--- config.mk ---
export PLATFORM = sky130hd
export DESIGN_NAME = dvs_event_sdram_writer
export DESIGN_NICKNAME = d
export VERILOG_FILES = /design/src/rtl/dvs_pkg.sv /design/src/rtl/dvs_event_fifo.sv /design/src/rtl/dvs_event_sdram_writer.sv
export SDC_FILE = /design/constraint.sdc
export NUM_CORES = 1
export LEC_CHECK = 0
export CAP_MARGIN = 25
export CORE_MARGIN = 2
export CORE_UTILIZATION = 60
export CTS_CLUSTER_DIAMETER = 80
export DETAILED_ROUTE_END_ITERATION = 6
export PLACE_DENSITY = 0.79
export SYNTH_ARGS = -nofsm -noshare
export SYNTH_HDL_FRONTEND = slang
export SYNTH_SLANG_ARGS = --single-unit
--- constraint.sdc ---
create_clock -name clk_clk -period 6.8 [get_ports clk_clk]
set_clock_uncertainty 0.2 [all_clocks]
set_input_delay 0.68 -clock clk_clk [delete_from_list [all_inputs] [get_ports clk_clk]]
set_output_delay 0.68 -clock clk_clk [all_outputs]
set_load 0.02 [all_outputs]
--- src/rtl/dvs_pkg.sv ---
// Shared types for the DVS event SDRAM writer: event word layout, FSM states
// and field widths.
package dvs_pkg;

  localparam int X_W    = 8;
  localparam int Y_W    = 8;
  localparam int TS_W   = 15;
  localparam int EVT_W  = 32;
  localparam int WORD_W = 16;
  localparam int ADDR_W = 25;

  // Low word is {y, x}, high word is {pol, ts}.
  typedef struct packed {
    logic            pol;
    logic [TS_W-1:0] ts;
    logic [Y_W-1:0]  y;
    logic [X_W-1:0]  x;
  } dvs_evt_t;

  typedef enum logic [1:0] {
    ST_IDLE  = 2'd0,
    ST_WR_LO = 2'd1,
    ST_WR_HI = 2'd2
  } wr_state_e;

endpackage

--- src/rtl/dvs_event_fifo.sv ---
// Synchronous show-ahead FIFO for packed event words, with full/empty flags.
// Pointers carry one extra wrap bit so full and empty are distinguishable.
module dvs_event_fifo #(
  parameter int AW = 4,
  parameter int DW = 32
) (
  input  logic          i_clk,
  input  logic          i_rst_n,
  input  logic          i_push,
  input  logic [DW-1:0] i_data,
  input  logic          i_pop,
  output logic [DW-1:0] o_data,
  output logic          o_full,
  output logic          o_empty
);

  localparam int DEPTH = 1 << AW;

  logic [DW-1:0] r_mem [DEPTH];
  logic [AW:0]   r_wr_ptr;
  logic [AW:0]   r_rd_ptr;
  logic          w_push_ok;
  logic          w_pop_ok;

  assign o_empty   = (r_wr_ptr == r_rd_ptr);
  assign o_full    = (r_wr_ptr[AW] != r_rd_ptr[AW]) &&
                     (r_wr_ptr[AW-1:0] == r_rd_ptr[AW-1:0]);
  // Full is judged before any same-cycle pop, so a push into a full FIFO is
  // rejected even when a pop frees a slot on that edge.
  assign w_push_ok = i_push && !o_full;
  assign w_pop_ok  = i_pop && !o_empty;

  always_ff @(posedge i_clk) begin
    if (w_push_ok) begin
      r_mem[r_wr_ptr[AW-1:0]] <= i_data;
    end
  end

  always_ff @(posedge i_clk or negedge i_rst_n) begin
    if (!i_rst_n) begin
      r_wr_ptr <= '0;
      r_rd_ptr <= '0;
    end else begin
      if (w_push_ok) r_wr_ptr <= r_wr_ptr + 1'b1;
      if (w_pop_ok)  r_rd_ptr <= r_rd_ptr + 1'b1;
    end
  end

  assign o_data = r_mem[r_rd_ptr[AW-1:0]];

endmodule

--- src/rtl/dvs_event_sdram_writer.sv ---
// Avalon-MM write master: buffers DVS events and writes each as two 16-bit
// words into a circular SDRAM region, exporting pointer and counters.
module dvs_event_sdram_writer
  import dvs_pkg::*;
#(
  parameter logic [24:0] BASE_ADDR = 25'h0,
  parameter int          PTR_W     = 20,
  parameter int          FIFO_AW   = 4
) (
  input  logic              clk_clk,
  input  logic              reset_reset_n,
  input  logic              enable,
  input  logic              evt_valid,
  input  logic [7:0]        evt_x,
  input  logic [7:0]        evt_y,
  input  logic              evt_pol,
  input  logic [14:0]       evt_ts,
  output logic [24:0]       avm_address,
  output logic              avm_write,
  output logic [15:0]       avm_writedata,
  output logic [1:0]        avm_byteenable,
  input  logic              avm_waitrequest,
  output logic [PTR_W-1:0]  wr_ptr,
  output logic [31:0]       event_count,
  output logic [15:0]       dropped_count,
  output logic              wrapped
);

  wr_state_e          r_state;
  wr_state_e          w_state_next;
  logic [PTR_W-1:0]   r_wr_ptr;
  logic [31:0]        r_event_count;
  logic [15:0]        r_dropped;
  logic               r_wrapped;
  logic [ADDR_W-1:0]  r_addr;
  logic               r_write;
  logic [WORD_W-1:0]  r_data;
  logic [1:0]         r_be;
  logic [WORD_W-1:0]  r_hold_hi;

  logic [ADDR_W-1:0]  w_addr_next;
  logic               w_write_next;
  logic [WORD_W-1:0]  w_data_next;
  logic [WORD_W-1:0]  w_hold_hi_next;
  logic               w_pop;
  logic               w_ptr_inc;
  logic               w_evt_done;
  logic               w_capture;
  logic               w_fifo_full;
  logic               w_fifo_empty;
  dvs_evt_t           w_evt_in;
  dvs_evt_t           w_fifo_data;

  function automatic logic [ADDR_W-1:0] word_addr(input logic [PTR_W-1:0] p);
    return BASE_ADDR + ADDR_W'({p, 1'b0});
  endfunction

  assign w_evt_in  = '{pol: evt_pol, ts: evt_ts, y: evt_y, x: evt_x};
  assign w_capture = evt_valid && enable;

  dvs_event_fifo #(
    .AW (FIFO_AW),
    .DW (EVT_W)
  ) u_fifo (
    .i_clk   (clk_clk),
    .i_rst_n (reset_reset_n),
    .i_push  (w_capture),
    .i_data  (w_evt_in),
    .i_pop   (w_pop),
    .o_data  (w_fifo_data),
    .o_full  (w_fifo_full),
    .o_empty (w_fifo_empty)
  );

  always_ff @(posedge clk_clk or negedge reset_reset_n) begin
    if (!reset_reset_n) r_state <= ST_IDLE;
    else                r_state <= w_state_next;
  end

  always_comb begin
    w_state_next   = r_state;
    w_pop          = 1'b0;
    w_ptr_inc      = 1'b0;
    w_evt_done     = 1'b0;
    w_write_next   = r_write;
    w_addr_next    = r_addr;
    w_data_next    = r_data;
    w_hold_hi_next = r_hold_hi;
    case (r_state)
      ST_IDLE: begin
        // enable only gates the start of an event; a started event always finishes
        if (!w_fifo_empty && enable) begin
          w_pop          = 1'b1;
          w_hold_hi_next = w_fifo_data[EVT_W-1:WORD_W];
          w_write_next   = 1'b1;
          w_addr_next    = word_addr(r_wr_ptr);
          w_data_next    = w_fifo_data[WORD_W-1:0];
          w_state_next   = ST_WR_LO;
        end
      end
      ST_WR_LO: begin
        if (!avm_waitrequest) begin
          w_ptr_inc    = 1'b1;
          w_addr_next  = word_addr(r_wr_ptr + 1'b1);
          w_data_next  = r_hold_hi;
          w_state_next = ST_WR_HI;
        end
      end
      ST_WR_HI: begin
        if (!avm_waitrequest) begin
          w_ptr_inc    = 1'b1;
          w_evt_done   = 1'b1;
          w_write_next = 1'b0;
          w_state_next = ST_IDLE;
        end
      end
      default: w_state_next = ST_IDLE;
    endcase
  end

  always_ff @(posedge clk_clk or negedge reset_reset_n) begin
    if (!reset_reset_n) begin
      r_wr_ptr      <= '0;
      r_event_count <= '0;
      r_dropped     <= '0;
      r_wrapped     <= 1'b0;
      r_addr        <= '0;
      r_write       <= 1'b0;
      r_data        <= '0;
      r_be          <= '0;
      r_hold_hi     <= '0;
    end else begin
      r_addr    <= w_addr_next;
      r_write   <= w_write_next;
      r_data    <= w_data_next;
      r_be      <= {2{w_write_next}};
      r_hold_hi <= w_hold_hi_next;
      if (w_ptr_inc) begin
        r_wr_ptr <= r_wr_ptr + 1'b1;
        if (r_wr_ptr == {PTR_W{1'b1}}) r_wrapped <= 1'b1;
      end
      if (w_evt_done) r_event_count <= r_event_count + 32'd1;
      if (w_capture && w_fifo_full && (r_dropped != 16'hFFFF)) begin
        r_dropped <= r_dropped + 16'd1;
      end
    end
  end

  assign avm_address    = r_addr;
  assign avm_write      = r_write;
  assign avm_writedata  = r_data;
  assign avm_byteenable = r_be;
  assign wr_ptr         = r_wr_ptr;
  assign event_count    = r_event_count;
  assign dropped_count  = r_dropped;
  assign wrapped        = r_wrapped;

endmodule

==> results.yml <==
run_status:
  status: "complete, no violations"
setup_path:
  crit_path_end_kind: "register"
  critical_path.max_stage_delay_ps: 800
  path_buf_inv: 2
  path_class: "reg -> reg"
  required_ps: 7070
  cp_max_fo: 44
  cp_common_cell: "a21oi_1"
  critPathTopFamily: "buffers and inverters"
  worstSetupStartpointType: "register"
  cp.arrival_ps: 3830
  crit_chain: "buf_4 > buf_4 > mux4_2 > a22oi_1 > a21oi_1 > a21oi_1 > a21oi_1"
  crit_slowest_cell: "buf_4"
sta:
  worst_pin_slew_ps: 1050
  report.final.slew_viol_count: 0
  finalSetupViolCount: 0
  finalCritPeriodShare: 0.523
  slew_headroom: 0.302
  fin_ws_ps: 3240
  max_freq_ghz: 0.281
  hold_viol_final: 0
  setup_tns_ps: 0
  finalCriticalPeriod_ps: 3560
  rsz0062_at_grt: "false"
power_and_ir_drop:
  p_sw_uw: 3580
  leakage_uw: 0.0102
  switching_share: 0.311
  p_per_area_nw_per_um2: 390
  share_seq_of_total_power: 0.436
  p_int_uw: 7940
  p_clk_frac: 0.289
  combinationalPowerShare: 0.275
  vdd_drop_max_mv: 0.234
detailed_routing:
  drc: 0
  drt-wirelength-per-cell_um: 27.1
  vias_per_cell: 6.42
  first_iter_violations: 1725
  ant_nets: 0
  vias: 13800
  first_pass_iters: 7
  routed_wl_um: 58400
global_route:
  antenna_found_initial: 3
  grt_pass1_wl_um: 87800
  grt.overflow.total: 0
  busiest_layer: "met2"
  grt_use_met2: 0.445
  grt_usage: 0.271
  use_met1: 0.371
  met3_usage: 0.0423
  grt_max_degree: 95
  first_global_vias: 14200
placement:
  place_hpwl_um: 31900
  pre_cts_slack_ps: 3200
  portBuffers: 144
  gp_congestion: 0.797
yosys:
  synth_top_area_cell: "edfxtp_1"
  synth_cell_types: 45
  syn_area_um2: 25400
  synthFlopType: "edfxtp_1"
  yosysTopAreaCellShare: 0.604
  syn_inst: 1403
  ys_seq_elements: 646
  seq_area_frac_synth: 0.736
  yosys_warnings: 0
  synth-edff-count: 512
  synth_area_leaders: "edfxtp_1, dfrtp_1, mux4_2"
  async_flop_share: 0.207
  syn_avg_cell_area_um2: 18.1
clocking:
  clk_path_buf_depth: 3
  clock-sinks: 646
  post_cts_buffers: 0
  cts_buffers: 61
  cts_resized: 0
  insertion_delay_ps: 630
  cts-root-buf: "clkbuf_16"
  htreeDepth: 2
  cts_tree: "built"
  clk_pin_slew_ps: 60
floorplanning:
  die_y_um: 210
  initial_core_util: 0.607
  rows: 75
  die_w_um: 210
  die_area_um2: 44100
  coreArea_um2: 41900
  io_pins: 150
run:
  cap_violations: 0
layout:
  syn2layout_area_growth_pct: 16.1
  drive_gt1_frac: 0.178
  layout.nets: 1607
min_path:
  min_path_type: "reg -> reg"
==> per-layer routing <==
layer	wire length, µm	vias up	part of all wire
met4	2190	0	0.037
met3	4820	141	0.083
li1	-	5831	-
met2	29200	733	0.50
met1	22200	7112	0.38
met5	0	-	0
==> timing repair <==
action | in CTS | in global routing
endpoints found under the setup margin | 0 | 0
hold endpoints to repair | 9 | 0
hold buffers | 1 | 0
==> final timing paths <==
kind                               startpoint            endpoint  slack, ps  cells after the start
setup / recovery           u_fifo.r_rd_ptr[0]   avm_writedata[13]       3240                      7
hold / removal                event_count[31]     event_count[31]        270                      1
setup reg to reg           u_fifo.r_rd_ptr[0]   avm_writedata[13]       3240                      7
hold reg to reg               event_count[31]     event_count[31]        270                      1
max in group asynchronous       reset_reset_n  u_fifo.r_rd_ptr[1]       4600                      3
min in group asynchronous       reset_reset_n     event_count[29]        520                      2
==> final cells by class <==
| cell class | instances | area [µm²] |
|---|---|---|
| inverters | 8 | 30.0 |
| repair buffers | 176 | 1780 |
| diodes | 3 | 7.51 |
| multi-input cells | 665 | 6360 |
| clock buffers | 95 | 1720 |
| well taps | 539 | 674 |
| clock inverters | 20 | 240 |
| fillers | 2517 | 12400 |
| flip-flops and latches | 646 | 18700 |
==> flip-flops by register name, summed over array words and instances (netlist names) <==
signal	cells
u_fifo.r_wr_ptr	5
u_fifo.r_mem	512
avm_address	20
dropped_count	16
r_hold_hi	16
r_state	2
u_fifo.r_rd_ptr	5
event_count	32
wrapped	1
avm_writedata	16
avm_byteenable	1
wr_ptr	20
==> per-stage QoR <==
step                      cell area, µm²  hold WS, ps  cells  utilization  power, µW
final                              29600          273   2152        0.705      11500
after global routing               29600          289   2151        0.704      12000
after CTS                          29400          277   2144        0.702      11600
after detailed placement           27500          265   2028        0.655       8180
after global placement             27400          252   2025        0.654       8090
after floorplan                    25500          184   1407            -       7110
==> logic make-up (layout without fill, tap and decap cells) <==
| kind of cell | Yosys count | after routing | synth area share |
|---|---|---|---|
| AOI/OAI and AO/OA | 163 | 163 | 0.0410 |
| xor gates and xnor gates | 94 | 94 | 0.0329 |
| adders and majority gates | 12 | 12 | 0.00590 |
| buffers and inverters | 96 | 299 | 0.0170 |
| DFF | 646 | 646 | 0.736 |
| muxes | 137 | 137 | 0.117 |
| other | 1 | 8 | 0.000147 |
| and+or+nand+nor | 254 | 254 | 0.0500 |
==> placed cells by master (no fill, tap or decap), types with 5 or more instances in the layout <==
cell type and instances:
o21ai_0 39, clkbuf_1 27, a22oi_1 32, inv_1 8, mux4_2 128, a22o_1 16, nand2_1 81, edfxtp_1 512
mux2_2 7, dfrtp_1 132, a21oi_1 51, ha_1 11, and2_1 5, conb_1 5, nor3_1 18, nor2_1 45
nand3_1 25, and3_2 15, nor4_1 5, clkdlybuf4s50_1 143, clkinv_1 5, clkbuf_8 7, buf_4 24, buf_12 6
a221oi_1 17, xnor2_1 46, clkbuf_16 61, nand4_1 22, and3_1 10, xor2_1 46, clkinv_2 6
==> cells in the mapped netlist (all sizes together), types with 3 or more instances <==
cell / count
edfxtp: 512
dfrtp: 134
mux4: 128
nand2: 81
clkbuf: 56
a21oi: 51
xnor2: 48
nor2: 46
xor2: 46
o21ai: 40
a22oi: 32
buf: 32
and3: 25
nand3: 25
nand4: 23
nor3: 21
a221oi: 17
a22o: 16
ha: 12
inv: 8
nor4: 8
mux2: 7
nor2b: 6
and2: 5
and4: 4
nand2b: 3
or3: 3
==> power by group through the flow <==
stage / Combinational [µW] / Clock (µW) / Sequential (µW)
final: 3170 / 3330 / 5020
after detailed placement: 3100 / 0 / 5080
after global placement: 3030 / 0 / 5060
after CTS: 3170 / 3380 / 5010
after floorplan: 2140 / 0 / 4980
after global routing: 3400 / 3520 / 5050
No activity file was read; power rests on OpenSTA's default activity.
